`config.mk`:
```
export PLATFORM = sky130hd
export DESIGN_NAME = ccg_sweep_misr
export DESIGN_NICKNAME = d
export VERILOG_FILES = /design/src/rtl/ccg_harness_pkg.sv /design/src/rtl/ccg_vec_gen.sv /design/src/rtl/ccg_sweep_misr.sv
export SDC_FILE = /design/constraint.sdc
export NUM_CORES = 1
export LEC_CHECK = 0
export ABC_CLOCK_PERIOD_IN_PS = 1800
export BUFFER_PORTS_ARGS = -buffer_cell sky130_fd_sc_hd__clkbuf_2
export CAP_MARGIN = 15
export CELL_PAD_IN_SITES_DETAIL_PLACEMENT = 0
export CELL_PAD_IN_SITES_GLOBAL_PLACEMENT = 1
export CORE_AREA = 2 2 52 103
export DETAILED_ROUTE_END_ITERATION = 12
export DIE_AREA = 0 0 54 105
export GPL_TIMING_DRIVEN = 1
export PLACE_DENSITY = 0.8
export SLEW_MARGIN = 15
export SYNTH_ARGS = -nofsm -noshare
export SYNTH_HDL_FRONTEND = slang
export SYNTH_SLANG_ARGS = --single-unit
```
`constraint.sdc`:
```
create_clock -name clk -period 1.8 [get_ports clk]
set_input_delay 0.27 -clock clk [delete_from_list [all_inputs] [get_ports clk]]
set_output_delay 0.27 -clock clk [all_outputs]
set_load 0.02 [all_outputs]
```
`src/rtl/ccg_harness_pkg.sv`:
```
// Shared types, constants and the MISR step function for the CCG sweep harness.
package ccg_harness_pkg;

  typedef enum logic [1:0] {
    StIdle,
    StSettle,
    StCapture,
    StDone
  } state_e;

  // Fibonacci LFSR x^4+x^3+1: feedback is the XOR of bits 3 and 2.
  localparam logic [3:0] LFSR4_TAPS = 4'b1100;
  localparam logic [3:0] LFSR4_SEED = 4'b0001;
  // Final state of the 15-long sequence; its successor is the seed again.
  localparam logic [3:0] LFSR4_LAST = 4'b1000;

  localparam logic [18:0] MISR_POLY_DEFAULT = 19'h40027;

  // One MISR step on a signature of 'width' bits, carried in 64-bit containers.
  function automatic logic [63:0] misr_step(input logic [63:0] sig,
                                            input logic [63:0] poly,
                                            input logic [63:0] f,
                                            input int unsigned width);
    logic [63:0] mask;
    logic        msb;
    mask = (width >= 64) ? '1 : ((64'd1 << width) - 64'd1);
    msb  = ((sig >> (width - 1)) & 64'd1) != 64'd0;
    return ((sig << 1) ^ (msb ? poly : 64'd0) ^ f) & mask;
  endfunction

endpackage

```
`src/rtl/ccg_vec_gen.sv`:
```
// Stimulus generator: exhaustive up-counter or 4-bit LFSR, plus a last-vector flag.
module ccg_vec_gen import ccg_harness_pkg::*; #(
  parameter int unsigned N_IN = 4
) (
  input  logic            clk_i,
  input  logic            rst_ni,
  input  logic            load_i,
  input  logic            mode_i,
  input  logic            advance_i,
  output logic [N_IN-1:0] x_o,
  output logic            last_o
);

  logic [N_IN-1:0] x_q, x_d;
  logic            mode_q, mode_d;
  logic [N_IN-1:0] cnt_next, lfsr_next, lfsr_seed, lfsr_last;

  assign cnt_next = x_q + N_IN'(1);

  // LFSR mode exists only for a 4-bit stimulus; other widths fall back to counting.
  if (N_IN == 4) begin : g_lfsr
    assign lfsr_next = {x_q[2:0], ^(x_q & LFSR4_TAPS)};
    assign lfsr_seed = LFSR4_SEED;
    assign lfsr_last = LFSR4_LAST;
  end else begin : g_no_lfsr
    assign lfsr_next = cnt_next;
    assign lfsr_seed = '0;
    assign lfsr_last = '1;
  end

  // Next vector: load the first one on start, step on each capture, else hold.
  always_comb begin
    x_d    = x_q;
    mode_d = mode_q;
    if (load_i) begin
      mode_d = mode_i;
      x_d    = mode_i ? lfsr_seed : '0;
    end else if (advance_i) begin
      x_d = mode_q ? lfsr_next : cnt_next;
    end
  end

  // Vector and latched mode registers.
  always_ff @(posedge clk_i or negedge rst_ni) begin
    if (!rst_ni) begin
      x_q    <= '0;
      mode_q <= 1'b0;
    end else begin
      x_q    <= x_d;
      mode_q <= mode_d;
    end
  end

  assign x_o    = x_q;
  assign last_o = mode_q ? (x_q == lfsr_last) : (x_q == '1);

endmodule

```
`src/rtl/ccg_sweep_misr.sv`:
```
// Sweep harness: drives x through a full vector set, folds each settled f into a MISR.
module ccg_sweep_misr import ccg_harness_pkg::*; #(
  parameter int unsigned       N_IN      = 4,
  parameter int unsigned       N_OUT     = 19,
  parameter int unsigned       SETTLE    = 1,
  parameter logic [N_OUT-1:0]  MISR_POLY = N_OUT'(MISR_POLY_DEFAULT)
) (
  input  logic             clk,
  input  logic             rst_n,
  input  logic             start,
  input  logic             mode,
  input  logic             abort,
  output logic [N_IN-1:0]  x,
  input  logic [N_OUT-1:0] f,
  output logic             busy,
  output logic             done,
  output logic [N_OUT-1:0] signature,
  output logic [N_IN:0]    vec_count
);

  localparam int unsigned   CW        = (SETTLE < 2) ? 1 : $clog2(SETTLE + 1);
  localparam logic [CW-1:0] SETTLE_LD = CW'(SETTLE);

  state_e           state_q;
  logic [CW-1:0]    settle_q;
  logic             busy_q, done_q;
  logic [N_OUT-1:0] sig_q, sig_next;
  logic [N_IN:0]    vcnt_q;
  logic             vec_load, vec_adv, vec_last;

  // Vector generator control and the MISR next value.
  always_comb begin
    vec_load = (state_q == StIdle) && start;
    vec_adv  = (state_q == StCapture) && !abort;
    sig_next = N_OUT'(misr_step(64'(sig_q), 64'(MISR_POLY), 64'(f), N_OUT));
  end

  ccg_vec_gen #(
    .N_IN(N_IN)
  ) u_vec_gen (
    .clk_i    (clk),
    .rst_ni   (rst_n),
    .load_i   (vec_load),
    .mode_i   (mode),
    .advance_i(vec_adv),
    .x_o      (x),
    .last_o   (vec_last)
  );

  // Sweep FSM with registered busy/done, signature and vector count.
  always_ff @(posedge clk or negedge rst_n) begin
    if (!rst_n) begin
      state_q  <= StIdle;
      settle_q <= '0;
      busy_q   <= 1'b0;
      done_q   <= 1'b0;
      sig_q    <= '0;
      vcnt_q   <= '0;
    end else begin
      done_q <= 1'b0;
      unique case (state_q)
        StIdle: begin
          if (start) begin
            state_q  <= StSettle;
            settle_q <= SETTLE_LD;
            busy_q   <= 1'b1;
            sig_q    <= '0;
            vcnt_q   <= '0;
          end
        end
        StSettle: begin
          if (abort) begin
            state_q <= StIdle;
            busy_q  <= 1'b0;
          end else if (settle_q == CW'(1)) begin
            state_q <= StCapture;
          end else begin
            settle_q <= settle_q - CW'(1);
          end
        end
        StCapture: begin
          // Abort wins over the capture: signature and count keep partial values.
          if (abort) begin
            state_q <= StIdle;
            busy_q  <= 1'b0;
          end else begin
            sig_q  <= sig_next;
            vcnt_q <= vcnt_q + (N_IN + 1)'(1);
            if (vec_last) begin
              state_q <= StDone;
              done_q  <= 1'b1;
            end else begin
              state_q  <= StSettle;
              settle_q <= SETTLE_LD;
            end
          end
        end
        StDone: begin
          state_q <= StIdle;
          busy_q  <= 1'b0;
        end
        default: begin
          state_q <= StIdle;
          busy_q  <= 1'b0;
        end
      endcase
    end
  end

  assign busy      = busy_q;
  assign done      = done_q;
  assign signature = sig_q;
  assign vec_count = vcnt_q;

endmodule

```
==> qor.csv, run 1 <==
metric,value,unit
die-area,5670,sq um
drive_above_1_share,0.285,
ios,54,
via_count,1522,
r2r_slack,0.13,ns
globalplace.congestion,0.774,
cts_root_buf,clkbuf_8,
syn_nets,221,
synth_compound_area_frac,0.152,
cts_hold_buf,0,
path_clk_slew,0.07,ns
dp_hpwl,2990,um
synth_seq_cells,34,
synth-xor-area-share,0.117,
status,completed,
fin_util,0.457,
yosysSeqAreaShare,0.473,
grt_max_degree,35,
yosys.area.top_type,dfrtp_1,
crit_fanout,6,
max_slew_margin,0.676,
overflow,0,
ys_types,35,
pre_cts_ws,0.00384,ns
critPathCaptureType,flop,
port_buffers,53,
diodes,0,
clock_sinks,34,
path_cells,"inv_1, ha_1, nand2b_2, o211ai_2, or4_1, nand2_1",
synth-edff-count,0,
drtPass1Iterations,4,
fin_skew,0.00409,ns
final-setup-viol-count,0,
routed_wl,4020,um
wl_per_cell,13.3,um
synthArstFlopShare,1.00,
synthSimpleGateAreaFrac,0.159,
cp_data_required_time,2.02,ns
rsz0062_at_grt,false,
worstSetupPathType,reg -> reg,
powerDensity,1430,nW/um^2
synthMuxAreaShare,0.0181,
worstPathArrival,1.89,ns
hp-class,in -> async,
tns,0,ns
synthToLayoutAreaGrowth,23.6,%
clk_path_buf_depth,2,
synth_cells,190,
std_cell_rows,36,
crit_slowest_cell,or4_1,
multi_input_area,901,sq um
antenna_found_initial,0,
cts_tree,yes,
synthAdderAreaFrac,0.0486,
synthesis.area,1800,sq um
setup_ws,0.134,ns
die_h,105,um
timing.rr.end,vec_count[3]$_DFFE_PN0P_,
grt_pass1_vias,1434,
core_area,4860,sq um
slew_violations,0,
grt_pass1_wl,6350,um
cp_slowest_stage_delay,0.52,ns
start_util,0.370,
synthFlopType,dfrtp_1,
hold_viol,0,
drc_errors,0,
start_kind,flop,
cts-buffers-inserted,5,
die_w,54,um
syn_avg_cell_area,9.48,sq um
min_period,1.67,ns
synth.top_cell.area_share,0.473,
tightest_slew,0.481,ns
grt_usage,0.149,
ys_warn_count,0,
ir_drop,878,uV
nFillCells,511,
htreeDepth,2,
cellLeakagePower,1.12,nW
rr_worst_depth,6,
regArea,851,sq um
vias_per_cell,5.02,
ant_nets,0,
insertion_delay,0.28,ns
fin_crit_sh,0.926,
synth_top_family_by_area,simple AND/OR/NAND/NOR gates,
fmax,600,MHz
reg2reg_from,state_q[0]$_DFFE_PN0P_,
final_nets,276,
drt_iter0_drc,17,
synthTopCellsByArea,"dfrtp_1 (47%), xor2_1 (8.3%), nand2_1 (8.1%)",
cap_violations,0,
state kept, by name, indices dropped and copies added (netlist names):
name              cells
signature            19
vec_count             5
u_vec_gen.x_o         4
state_q               2
busy                  1
done                  1
settle_q              1
u_vec_gen.mode_q      1
per-stage QoR:
stage               cells  hold slack, ns  area (sq um)  power [mW]
floorplan             190         -0.0256          1800        2.18
global placement      295           0.329          2120        2.61
detailed placement    295           0.329          2120        2.61
CTS                   303          0.0203          2210        3.21
global route          303          0.0407          2220        3.44
finish                303         0.00828          2220        3.17
layer usage:
layer,part of all wire,routed length (um),vias up,global-route usage
li1,-,-,753,-
met1,0.41,1660,711,0.173
met2,0.52,2080,51,0.255
met3,0.051,207,7,0.0300
met4,0.019,75,0,0.0589
met5,0,0,-,0
cell usage in the layout (no fill, tap or decap), drive strengths merged, types with 2 or more instances in the layout:
| cell | netlist | layout |
|---|---|---|
| clkbuf | 2 | 60 |
| nand2 | 39 | 39 |
| dfrtp | 34 | 34 |
| o21ai | 24 | 24 |
| xor2 | 17 | 17 |
| nor2 | 9 | 9 |
| xnor2 | 7 | 7 |
| a21oi | 7 | 7 |
| ha | 7 | 7 |
| a22o | 6 | 6 |
| inv | 4 | 4 |
| buf | 7 | 4 |
| nand3 | 3 | 3 |
| nand2b | 3 | 3 |
| and2b | 2 | 2 |
| nor3 | 2 | 2 |
| mux2 | 2 | 2 |
| a211oi | 2 | 2 |
| o211ai | 2 | 2 |
worst max-delay path: cells and delay by family, from the launching register on:
kind	cells	cell delay (ns)
simple gates	3	0.72
buf+inv	1	0.10
compound gates	1	0.13
fa+ha+maj	1	0.28
flops	1	0.37
synth_stat cells (2+ instances only):
cell,count
and2b_1,2
nor2_1,9
dfrtp_1,34
mux2_2,2
clkbuf_1,2
xnor2_1,7
a21oi_1,7
nand2b_1,2
a22o_1,6
ha_1,7
nor3_1,2
nand3_1,3
buf_2,5
a211oi_1,2
xor2_1,17
inv_1,4
o21ai_0,23
nand2_1,39
what timing repair did:
action	CTS	global route
buffers inserted	0	0
endpoints found under the setup margin	0	15
gates resized for setup	0	3
power by group:
part | internal [mW] | switching, mW
registers | 0.959 | 0.236
logic | 0.526 | 0.877
clock network | 0.308 | 0.269
total | 1.79 | 1.38
worst max-delay path by stage:
stage / start / endpoint / slack [ns] / depth (start not counted)
after CTS: state_q[0]$_DFFE_PN0P_ / signature[18]$_DFFE_PN0P_ / 0.0001 / 6
after global routing: state_q[1]$_DFFE_PN0P_ / signature[18]$_DFFE_PN0P_ / 0.02 / 7
after global placement: state_q[0]$_DFFE_PN0P_ / signature[18]$_DFFE_PN0P_ / 0.12 / 6
after detailed placement: state_q[0]$_DFFE_PN0P_ / signature[18]$_DFFE_PN0P_ / 0.004 / 6
after floorplan: state_q[0]$_DFFE_PN0P_ / vec_count[3]$_DFFE_PN0P_ / 0.28 / 6
final: state_q[0]$_DFFE_PN0P_ / vec_count[3]$_DFFE_PN0P_ / 0.13 / 6
final cells by class:
type,count,area share
clock buffer,7,0.0388
clock inverter,1,0.00225
inverter,4,0.00675
multi-input combinational,143,0.405
sequential,34,0.382
tap,57,0.0321
timing repair buffer,57,0.133
logic make-up after synthesis:
group,Yosys count
and+or+nand+nor,64
muxes,3
adders and majority gates,7
AOI/OAI and AO/OA,45
buffers and inverters,13
DFF,34
xor gates and xnor gates,24
Power figures use the tool's default switching activity.
==> inputs of run 2 (changes only) <==
Settings changed: ABC_AREA set to 1, CORE_AREA 2 2 52 103 to 2 2 54 106, DIE_AREA 0 0 54 105 to 0 0 56 108.
==> run 2 against run 1 <==
Against the previous run:
- final cell count up 9.6%
- via count increased by 8.5%
- sequential share of layout area shrank 3.4 points
- clock skew is 0.0051 ns higher
- critical path depth up 3
- maximum frequency up 4.7%
- utilization increased by 1.3 points
- hold slack better by 0.21 ns
- register-to-register slack improved by 0.07 ns
- critical endpoint is now signature[3]$_DFFE_PN0P_
- largest power group unchanged
==> qor.csv, run 2 <==
metric,value,unit,change
synthToLayoutAreaGrowth,24.6,%,
fin_total_pwr,3.77,mW,+19%
hold_viol,0,,unchanged
r2r_slack,0.21,ns,+0.07 ns
synthArstFlopShare,1.00,,unchanged
path_cells,"inv_1, ha_1, inv_1, nor2_4, nor2_2, nand2_2, buf_12, nand2_1, o31ai_2",,
wl_met3,156,um,-25%
ys_warn_count,0,,unchanged
crit_slowest_cell,dfrtp_1,,
synth.top_cell.area_share,0.434,,-0.0383
synth_seq_cells,34,,unchanged
htreeDepth,2,,unchanged
pre_cts_ws,0.210,ns,+0.207 ns
reg2reg_from,state_q[0]$_DFFE_PN0P_,,
synth.most_common_cell,nand2_1,,
antenna_found_initial,0,,unchanged
globalplace.congestion,0.798,,+3.1%
internal_power,2.13,mW,+19%
setup_ws,0.208,ns,+0.0744 ns
drtPass1Iterations,4,,unchanged
slew_violations,0,,unchanged
tightest_slew,0.490,ns,+0.00874 ns
port_buffers,53,,unchanged
yosysSeqAreaShare,0.434,,-0.0383
synthTopCellsByArea,"dfrtp_1 (43%), nand2_1 (11%), o31ai_2 (8.3%)",,
drt_iter0_drc,37,,+20
wl_per_cell,13.6,um,+2.1%
ios,54,,unchanged
fin_crit_sh,0.884,,-0.0413
grt_usage,0.163,,+0.0134
cellLeakagePower,1.25,nW,+11%
start_kind,flop,,
rsz0062_at_grt,false,,
cts_hold_buf,1,,+1
seqPwrFrac,0.314,,-0.062
std_cell_rows,37,,+2.8%
max_slew_margin,0.673,,-0.00243
top_layer,met4,,
ctsResizeCount,0,,unchanged
cts_tree,yes,,
worstPathArrival,1.79,ns,-0.10 ns
drc_errors,0,,unchanged
vias_per_cell,4.98,,-0.94%
grt_max_degree,31,,-11%
ys_top_cells_by_count,"nand2_1 (56), dfrtp_1 (34), inv_1 (17), xnor2_1 (15), o31ai_2 (13)",,
drive_above_1_share,0.332,,+0.0476
die_w,56,um,+3.7%
routed-wl-met2,2550,um,+22%
core_area,5180,sq um,+6.6%
p_sw_frac,0.435,,about the same
grt_pass1_vias,1696,,+18%
dp_hpwl,3540,um,+18%
fin_skew,0.00916,ns,+0.00507 ns
min-delay-start,mode,,
overflow,0,,unchanged
crit_family,buffers and inverters,,
cp_common_cell,inv_1,,
clk_path_buf_depth,2,,unchanged
powerDensity,1540,nW/um^2,+8.2%
fmax,628,MHz,+4.7%
syn_avg_cell_area,9.11,sq um,-3.8%
ant_nets,0,,unchanged
die-area,6050,sq um,+6.7%
syn_nets,246,,+11%
min_period,1.59,ns,-0.0744 ns
power.share.clock,0.226,,+0.044
grt_pass1_wl,7630,um,+20%
cts_root_buf,clkbuf_8,,
start_util,0.378,,+0.00778
ys_types,30,,-14%
synth-edff-count,0,,unchanged
cp_data_required_time,2.00,ns,-0.02 ns
comb_power_share,0.460,,+0.018
die_h,108,um,+2.9%
final-setup-viol-count,0,,unchanged
yosys.area.top_type,dfrtp_1,,
synthFlopType,dfrtp_1,,
worstSetupPathType,reg -> reg,,
path_clk_slew,0.08,ns,about the same
synth_cells,215,,+13%
final_nets,304,,+10%
met1Wirelength,1680,um,+1.3%
tns,0,ns,unchanged
insertion_delay,0.29,ns,about the same
via_count,1652,,+8.5%
routed_wl,4500,um,+12%
largest_reg_flops,19,,unchanged
cp_num_buf_inv,3,,+2
crit_start,state_q[0]$_DFFE_PN0P_,,
post-cts-setup-buffers,0,,unchanged
diodes,0,,unchanged
ir_drop,785,uV,-11%
clock_sinks,34,,unchanged
status,completed,,
cap_violations,0,,unchanged
cp_slowest_stage_delay,0.41,ns,-0.11 ns
nFillCells,542,,+6.1%
switching_power,1.64,mW,+19%
critPathCaptureType,flop,,
final_common_cell,nand2_1,,
hp-class,in -> reg,,
synthesis.area,1960,sq um,+8.8%
mostFrequentLayoutCells,"nand2_1 (56), clkbuf_2 (53), dfrtp_1 (34)",,
crit_fanout,30,,+24
cts-buffers-inserted,5,,unchanged
-- run 2: changes by cell type after synthesis, moves of 4 or more --
cell	previous run	this run
nand3_1	3	11
o31ai_2	0	13
a22o_1	6	0
nor2_4	0	4
nand2_1	39	56
o21ai_0	23	6
inv_1	4	17
xnor2_1	7	15
xor2_1	17	2
nand2_2	0	4
-- run 2: area by class of cell --
| class | count | area, sq um | share of cell area |
|---|---|---|---|
| inverter | 19 | 71.3 | 0.0292 |
| clock buffer | 5 | 68.8 | 0.0282 |
| sequential | 34 | 851 | 0.349 |
| timing repair buffer | 57 | 323 | 0.132 |
| clock inverter | 3 | 68.8 | 0.0282 |
| multi-input combinational | 156 | 986 | 0.404 |
| tap | 58 | 72.6 | 0.0297 |
-- run 2: kinds of logic (layout without fill, tap and decap cells) --
| group | Yosys count | after routing | share of synthesized area |
|---|---|---|---|
| xor gates and xnor gates | 17 | 17 | 0.0760 |
| adders and majority gates | 7 | 7 | 0.0447 |
| and+or+nand+nor | 92 | 92 | 0.217 |
| AOI/OAI and AO/OA | 40 | 40 | 0.165 |
| buffers and inverters | 25 | 84 | 0.0626 |
| DFF | 34 | 34 | 0.434 |
-- run 2: per-stage QoR --
stage / cells / utilization / area, sq um / hold WS [ns]
3_3_place_gp: 323 / 0.442 / 2290 / 0.261
5_1_grt: 332 / 0.471 / 2440 / 0.239
2_1_floorplan: 215 / - / 1960 / -0.0256
6_report: 332 / 0.471 / 2440 / 0.220
4_1_cts: 332 / 0.471 / 2440 / 0.219
3_5_place_dp: 323 / 0.442 / 2290 / 0.260
-- run 2: power groups by stage --
stage	sequential [mW]	combinational, mW	clock (mW)
2_1_floorplan	1.35	1.16	0
3_5_place_dp	1.20	1.76	0
4_1_cts	1.19	1.76	0.873
3_3_place_gp	1.20	1.73	0
6_report	1.18	1.73	0.851
5_1_grt	1.22	1.92	0.898
-- run 2: per-layer routing --
layer | track usage | up-vias
met1 | 0.163 | 779
met3 | 0.0263 | 8
li1 | - | 824
met5 | 0 | -
met4 | 0.0833 | 0
met2 | 0.312 | 41
-- run 2: path summary, 6_finish.rpt --
check	to	depth (start not counted)
min in group asynchronous	signature[17]$_DFFE_PN0P_	2
worst max-delay path	signature[3]$_DFFE_PN0P_	9
worst min-delay path	u_vec_gen.mode_q$_DFFE_PN0P_	3
max in group asynchronous	vec_count[3]$_DFFE_PN0P_	3
worst max register to register	signature[3]$_DFFE_PN0P_	9
worst min register to register	settle_q$_DFFE_PN0P_	2
-- run 2: worst register-to-register path, delay by kind of cell, from the launching register on --
family          cells  cell delay (ns)
buf+inv             3             0.43
flops               1             0.41
simple gates        4             0.35
fa+ha+maj           1             0.26
compound gates      1             0.07
